==> src/rtl/step_ctrl_pkg.sv <==
// Shared state encoding for the pipeline step controller.
// Used by the FSM in the top module and by debug/LED logic.
package step_ctrl_pkg;
  localparam int STATE_W = 3;
  localparam logic [STATE_W-1:0] ST_WAIT   = 3'd0;
  localparam logic [STATE_W-1:0] ST_FETCH  = 3'd1;
  localparam logic [STATE_W-1:0] ST_STEP   = 3'd2;
  localparam logic [STATE_W-1:0] ST_HALTED = 3'd3;
endpackage

==> src/rtl/btn_debouncer.sv <==
// Synchronizes and debounces the active-low board button and
// emits a one-cycle pulse on each accepted press.
module btn_debouncer
  import step_ctrl_pkg::*;
#(
  parameter int DEBOUNCE_CYCLES = 270000
) (
  input  logic clock,
  input  logic reset,
  input  logic btn,
  output logic press
);

  logic        s1;
  logic        s2;
  logic        level;
  logic [31:0] cnt;

  always_ff @(posedge clock or posedge reset) begin
    if (reset) begin
      s1    <= 1'b1;
      s2    <= 1'b1;
      level <= 1'b1;
      cnt   <= '0;
      press <= 1'b0;
    end else begin
      s1    <= btn;
      s2    <= s1;
      press <= 1'b0;
      // any bounce back to the accepted level restarts the count
      if (s2 == level) begin
        cnt <= '0;
      end else if (cnt == 32'(DEBOUNCE_CYCLES - 1)) begin
        cnt   <= '0;
        level <= s2;
        press <= ~s2;
      end else begin
        cnt <= cnt + 32'd1;
      end
    end
  end

endmodule

==> src/rtl/pipeline_step_controller.sv <==
// Generates the single-cycle pipeline step enable (run or button mode).
// Define PIPE_STEP_COUNT_EN to add the 32-bit step_count register/port.
module pipeline_step_controller
  import step_ctrl_pkg::*;
#(
  parameter int WAIT_TIME       = 54000000,
  parameter int DEBOUNCE_CYCLES = 270000
) (
  input  logic               clock,
  input  logic               reset,
  input  logic               run_mode,
  input  logic               btn,
  input  logic               halt,
  input  logic               fetch_ready,
  output logic               fetch_req,
  output logic               step,
  output logic [STATE_W-1:0] state
`ifdef PIPE_STEP_COUNT_EN
  ,
  output logic [31:0]        step_count
`endif
);

  logic        press;
  logic        token;
  logic        take;
  logic [31:0] cnt;

  btn_debouncer #(
    .DEBOUNCE_CYCLES(DEBOUNCE_CYCLES)
  ) u_deb (
    .clock(clock),
    .reset(reset),
    .btn  (btn),
    .press(press)
  );

  assign fetch_req = (state == ST_FETCH);
  assign step      = (state == ST_STEP);

  // a press arriving this cycle is consumed directly
  assign take = (state == ST_WAIT) && !halt && !run_mode
              && (token || press);

  always_ff @(posedge clock or posedge reset) begin
    if (reset) begin
      state <= ST_WAIT;
      cnt   <= '0;
      token <= 1'b0;
    end else begin
      token <= !run_mode && !take && (token || press);
      unique case (state)
        ST_WAIT: begin
          if (halt) begin
            state <= ST_HALTED;
          end else if (run_mode) begin
            if (cnt == 32'(WAIT_TIME - 1)) begin
              cnt   <= '0;
              state <= ST_FETCH;
            end else begin
              cnt <= cnt + 32'd1;
            end
          end else begin
            cnt <= '0;
            if (take) state <= ST_FETCH;
          end
        end
        ST_FETCH: begin
          if (fetch_ready) state <= ST_STEP;
        end
        ST_STEP: begin
          state <= halt ? ST_HALTED : ST_WAIT;
        end
        ST_HALTED: begin
          if (!halt) begin
            state <= ST_WAIT;
            cnt   <= '0;
          end
        end
        default: state <= ST_WAIT;
      endcase
    end
  end

`ifdef PIPE_STEP_COUNT_EN
  always_ff @(posedge clock or posedge reset) begin
    if (reset) step_count <= '0;
    else if (step) step_count <= step_count + 32'd1;
  end
`endif

endmodule

==> config.mk <==
export PLATFORM = sky130hd
export DESIGN_NAME = pipeline_step_controller
export DESIGN_NICKNAME = d
export VERILOG_FILES = /design/src/rtl/step_ctrl_pkg.sv /design/src/rtl/btn_debouncer.sv /design/src/rtl/pipeline_step_controller.sv
export SDC_FILE = /design/constraint.sdc
export NUM_CORES = 1
export LEC_CHECK = 0
export ABC_CLOCK_PERIOD_IN_PS = 5850
export CORE_ASPECT_RATIO = 0.7
export CORE_MARGIN = 2
export CORE_UTILIZATION = 45
export CTS_CLUSTER_SIZE = 14
export DETAILED_ROUTE_END_ITERATION = 8
export GPL_TIMING_DRIVEN = 0
export PLACE_DENSITY = 0.61
export SLEW_MARGIN = 25
export SYNTH_ARGS = -nofsm -noshare
export SYNTH_HDL_FRONTEND = slang
export SYNTH_SLANG_ARGS = --single-unit
==> constraint.sdc <==
create_clock -name clock -period 5.85 [get_ports clock]
set_input_delay 1.17 -clock clock [delete_from_list [all_inputs] [get_ports clock]]
set_output_delay 1.17 -clock clock [all_outputs]
set_load 0.05 [all_outputs]
=== Yosys cells after proc, flatten, opt, wreduce, memory -nomap -nowiden ===
Index checks and enable logic that the tools add are counted.

* Add/subtract/negate cells: 2
* Eq/ne operators: 11
* Multiplexer cells: 17
* Bitwise operators: 2
* Reductions and logical operators: 14

{| class="wikitable"
|+ Operators by type and width
! operator !! number
|-
| 32-bit 2-to-1 mux || 6
|-
| 32-bit by 1-bit adder with 32-bit output, second input constant || 2
|-
| 32-bit case mux with 2 select lines || 1
|-
| 32-bit by 19-bit equality test with 1-bit output, second input constant || 1
|-
| 32-bit by 26-bit equality test with 1-bit output, second input constant || 1
|-
| 3-bit 2-to-1 mux || 6
|-
| 3-bit case mux with 4 select lines || 1
|-
| 3-bit by 2-bit equality test with 1-bit output, second input constant || 2
|-
| 2-bit != test, second input constant || 3
|-
| 1-bit logical AND || 5
|-
| 4-bit by 3-bit != test with 1-bit output, second input constant || 1
|-
| 4-bit != test, second input constant || 1
|-
| 4-bit AND reduction || 1
|-
| 3-bit by 1-bit equality test with 1-bit output, second input constant || 1
|-
| 1-bit zero test || 3
|-
| 3-bit zero test || 1
|-
| 3-bit AND reduction || 1
|-
| 1-bit 2-to-1 mux || 2
|-
| 2-bit 2-to-1 mux || 1
|-
| 1-bit inverter || 2
|-
| 2-bit AND reduction || 1
|-
| 2-bit nonzero test || 1
|-
| 1-bit equality test || 1
|-
| 1-bit logical OR || 1
|}

* Register bits: 72
* Input port bits: 6
* Output and inout port bits: 5
* Word-level logic and storage cells: 54

=== Depth between registers and ports, before layout ===
Gate-level depths: netlist (run 1).

* Depth after elaboration: 8
* Depth in mapped cells: 8
* Mapped depth without buffers: 6

=== By module ===
Synthesis (run 1) repeated with hierarchy kept, for this count alone.

* Cell total of the unflattened synthesis: 430
* Area total of the unflattened synthesis: 3,943.8 sq um

{| class="wikitable"
|+ By module, submodules not included
! module !! times used !! cells an instance !! area each (sq um) !! seq. area each (sq um)
|-
| pipeline_step_controller || 1 || 229 || 2,044.5 || 875.8
|-
| btn_debouncer || 1 || 201 || 1,899.3 || 904.6
|}

=== Least setup slack after synthesis (run 1) ===
OpenSTA, ideal clock, no wires.

* Kind: reg2out
* Start: reg state[0]
* End: out fetch_req
* Arrival time: 1.751 ns
* Data required time: 4.680 ns
* Setup slack: 2.929 ns
* Stages on the path, launching flop included: 3
* Path buffers: 1
* Path through: dfrtp_1 > clkbuf_1 > nor2b_1

* Word-level cells in the longest chain between the ends: 1

{| class="wikitable"
|+ RTL lines
! item !! RTL line !! text
|-
| start: declaration || pipeline_step_controller.sv:17 || <nowiki>output logic [STATE_W-1:0] state</nowiki>
|-
| start signal: assignment || pipeline_step_controller.sv:72 || <nowiki>state <= halt ? ST_HALTED : ST_WAIT;</nowiki>
|-
| 3-bit by 1-bit equality test with 1-bit output || pipeline_step_controller.sv:38 || <nowiki>assign fetch_req = (state == ST_FETCH);</nowiki>
|-
| end: declaration || pipeline_step_controller.sv:15 || <nowiki>output logic fetch_req,</nowiki>
|}

Every way passes these cells.

=== Worst setup path after layout (run 1) ===
Same ends and word-level chain as after synthesis.

==> flow_metrics.py, run 1 <==
metrics = {
    "run_status": {
        "status": "finished, final reports clean",
    },
    "yosys": {
        "synth_edf_count": 0,
        "postSynthAreaPerCell_um2": 9.67,
        "ys_types": 38,
        "synth_nets": 379,
        "synth_area_um2": 3590,
        "synth-async-reset-ratio_pct": 100,
        "synth_flop_cell": "dfrtp_1",
        "yosys_warnings": 0,
        "yosys_register_bits": 71,
        "synthCells": 371,
        "seq_area_frac_synth_pct": 49.6,
    },
    "final_layout": {
        "fin_cells": 498,
        "antennaDiodeCount": 0,
        "drive_gt1_share_pct": 9.57,
        "nets": 400,
        "syn2layout_area_growth_pct": 16.3,
        "postLayoutCoreUtil_pct": 53.5,
    },
    "detailed_routing": {
        "initialDrtViolationCount": 272,
        "vias": 2727,
        "avgRoutedWirePerCell_um": 15.3,
        "drc": 0,
        "wl_mm": 7.61,
        "ant_nets": 0,
        "first_pass_iters": 4,
        "avgViaCountPerCell": 5.48,
    },
    "timing": {
        "setup_tns_ps": 0,
        "setup_viol": 0,
        "finClkSkew_ps": 8.22,
        "drv_slew": 0,
        "fin_crit_ps": 3260,
        "setup_slack_ps": 2590,
        "max_freq_mhz": 307,
        "worst_slew_pin_slew_ps": 851,
        "finalCritPeriodShare_pct": 55.8,
        "hold_viol_final": 0,
        "whs_ps": 357,
        "max_slew_margin_pct": 42.8,
        "rsz0062_at_grt": "false",
    },
    "placed_design": {
        "port-buffer-count": 9,
        "preCtsSetupSlack_ps": 2460,
        "hpwlAfterDp_mm": 5.24,
        "routabilityCongestion": 0.797,
        "dp.cells": 482,
    },
    "worst_hold_path": {
        "hp-class": "reg2reg",
    },
    "global_route": {
        "grt_util_met1_pct": 30.0,
        "globalRouteOverflowTotal": 0,
        "grt_util_met2_pct": 25.2,
        "use_met3_pct": 5.11,
        "grt_pass1_vias": 2561,
        "grt_start_max_net_pins": 39,
        "grt.busiest_layer": "met1",
        "grt_usage_pct": 19.2,
        "antenna_found_initial": 0,
        "grt_pass1_wl_mm": 13.1,
    },
    "setup_path": {
        "critPathLaunchType": "flop",
        "cp.required_ps": 4680,
        "cp_max_fo": 9,
        "critPathCaptureType": "output pin",
        "critPathArrivalTime_ps": 2090,
        "path_class": "reg2out",
    },
    "power": {
        "peakVddDrop_mv": 0.246,
        "power_density_nw_per_um2": 320,
        "power.leakage_uw": 0.00179,
    },
    "clock_tree": {
        "clock-sinks": 71,
        "cts-buffers-inserted": 9,
        "htree_levels": 3,
        "cts_resized": 0,
        "clock_latency_ps": 340,
        "cts.clk_slew.worst_paths_ps": 50,
        "root_buffer": "clkbuf_16",
        "ctsHoldBuffers": 0,
        "cts_tree": "done",
        "post_cts_buffers": 0,
        "clockBufferDepth": 2,
    },
    "die": {
        "initial_core_util_pct": 46.0,
        "die_area_um2": 8720,
        "ios": 11,
        "die_y_um": 78.7,
        "die_w_um": 111,
        "fp-row-count": 27,
        "fp.coreArea_um2": 7800,
    },
    "job": {
        "max_cap_viol_count": 0,
    },
}
[cell type report]
cell class	instances	area, um^2
inverters	6	25.0
plain buffers	14	78.8
clock buffers	10	239
fillers	727	3630
clock inverters	6	108
well taps	101	126
multi-input cells	280	1710
flip-flops and latches	71	1780
repair buffers	10	110
[routing by layer]
metal	part of all wire, %	wire length (um)	up-vias
li1	-	-	1342
met1	56	4290	1324
met2	38	2890	52
met3	4.1	315	9
met4	1.5	114	0
met5	0	0	-
[Yosys cell counts, types with 5 or more instances]
cell type | n | area (um^2)
a21oi_1 | 8 | 40.0
and3_1 | 10 | 62.6
and4_1 | 5 | 43.8
buf_2 | 6 | 30.0
clkbuf_1 | 5 | 18.8
dfrtp_1 | 68 | 1700
inv_1 | 6 | 22.5
nand2_1 | 19 | 71.3
nand3_1 | 23 | 115
nand4_1 | 31 | 194
nor2_1 | 66 | 248
nor3_1 | 8 | 40.0
nor4_1 | 10 | 62.6
o21ai_0 | 8 | 40.0
or3_1 | 7 | 43.8
xnor2_1 | 17 | 149
xor2_1 | 41 | 359
[worst paths after layout]
kind / startpoint / endpoint / slack [ps] / cells after the start
worst max-delay path: state[0] / fetch_req / 2590 / 3
worst min-delay path: u_deb.s1 / u_deb.s2 / 360 / 0
worst max register to register: u_deb.cnt[22] / u_deb.cnt[19] / 3410 / 7
worst min register to register: u_deb.s1 / u_deb.s2 / 360 / 0
max in group asynchronous: reset / u_deb.level / 4030 / 3
min in group asynchronous: reset / cnt[24] / 1200 / 2
[worst max-delay path, cell delays in order, from the launching register on]
cell             delay [ps]
dfrtp_1                 330
clkbuf_1                340
nor2b_1                 250
clkdlybuf4s50_1         830
[where the power goes]
group          internal, uW  leakage [uW]  switching, uW  total [uW]
registers               506      0.000973           11.5         518
clock network           426      0.000168            211         638
logic                  56.9      0.000650            124         180
[per-stage QoR]
stage                     cell area (um^2)  total power (uW)
after floorplan                       3590               653
after global placement                3800               705
after detailed placement              3830               709
after CTS                             4170              1350
after global routing                  4170              1380
final                                 4170              1340
[sequential cells by signal, summed over array words and instances (netlist names)]
register	count
cnt	32
state	2
token	1
u_deb.cnt	32
u_deb.level	1
u_deb.press	1
u_deb.s1	1
u_deb.s2	1
[placed cells by master, fill, tap and decap left out, drive strengths merged, types with 2 or more instances in the layout]
cell type,n
nor3,8
dfrtp,68
bufinv,3
nand4,31
a21oi,9
and3,10
or3,7
clkinv,2
nor4,12
and4,5
nor2b,3
xor2,41
nor2,66
xnor2,17
clkbuf,15
nand2,19
ha,2
o21ai,8
buf,10
nand3,24
nor4b,2
clkdlybuf4s50,9
inv,6
and2,3
dfstp,3
and4b,2
or2,3
[cells by family (layout without fill, tap and decap cells)]
kind of cell | count (synthesis) | after routing | synth area share, %
flip-flops | 71 | 71 | 49.6
other | 1 | 1 | 0.105
adder cells (fa/ha/maj) | 2 | 2 | 0.697
AND/OR/NAND/NOR | 198 | 198 | 29.0
buffers and inverters | 20 | 46 | 2.82
XOR/XNOR | 58 | 58 | 14.2
multiplexers | 1 | 1 | 0.314
AO/OA/AOI/OAI | 20 | 20 | 3.24
(Power assumes the default switching activity.)
==> inputs of run 2 (changes only) <==
--- a/config.mk
+++ b/config.mk
@@ -5,7 +5,7 @@
 export SDC_FILE = /design/constraint.sdc
 export NUM_CORES = 1
 export LEC_CHECK = 0
-export ABC_CLOCK_PERIOD_IN_PS = 5850
+export ABC_CLOCK_PERIOD_IN_PS = 3030
 export CORE_ASPECT_RATIO = 0.7
 export CORE_MARGIN = 2
 export CORE_UTILIZATION = 45
==> constraint.sdc (replaced) <==
create_clock -name clock -period 3.03 [get_ports clock]
set_input_delay 0.606 -clock clock [delete_from_list [all_inputs] [get_ports clock]]
set_output_delay 0.606 -clock clock [all_outputs]
set_load 0.05 [all_outputs]
==> results of run 2 <==
The final DEF is identical to that of run 1. Status: finished, final reports clean.
Main changes from that run: setup slack after placement 2460 ps -> 203 ps; setup slack after layout 2590 ps -> 332 ps; register-to-register setup slack 3410 ps -> 590 ps; total power 1340 uW -> 2580 uW; worst IR drop on VDD 0.246 mV -> 0.475 mV
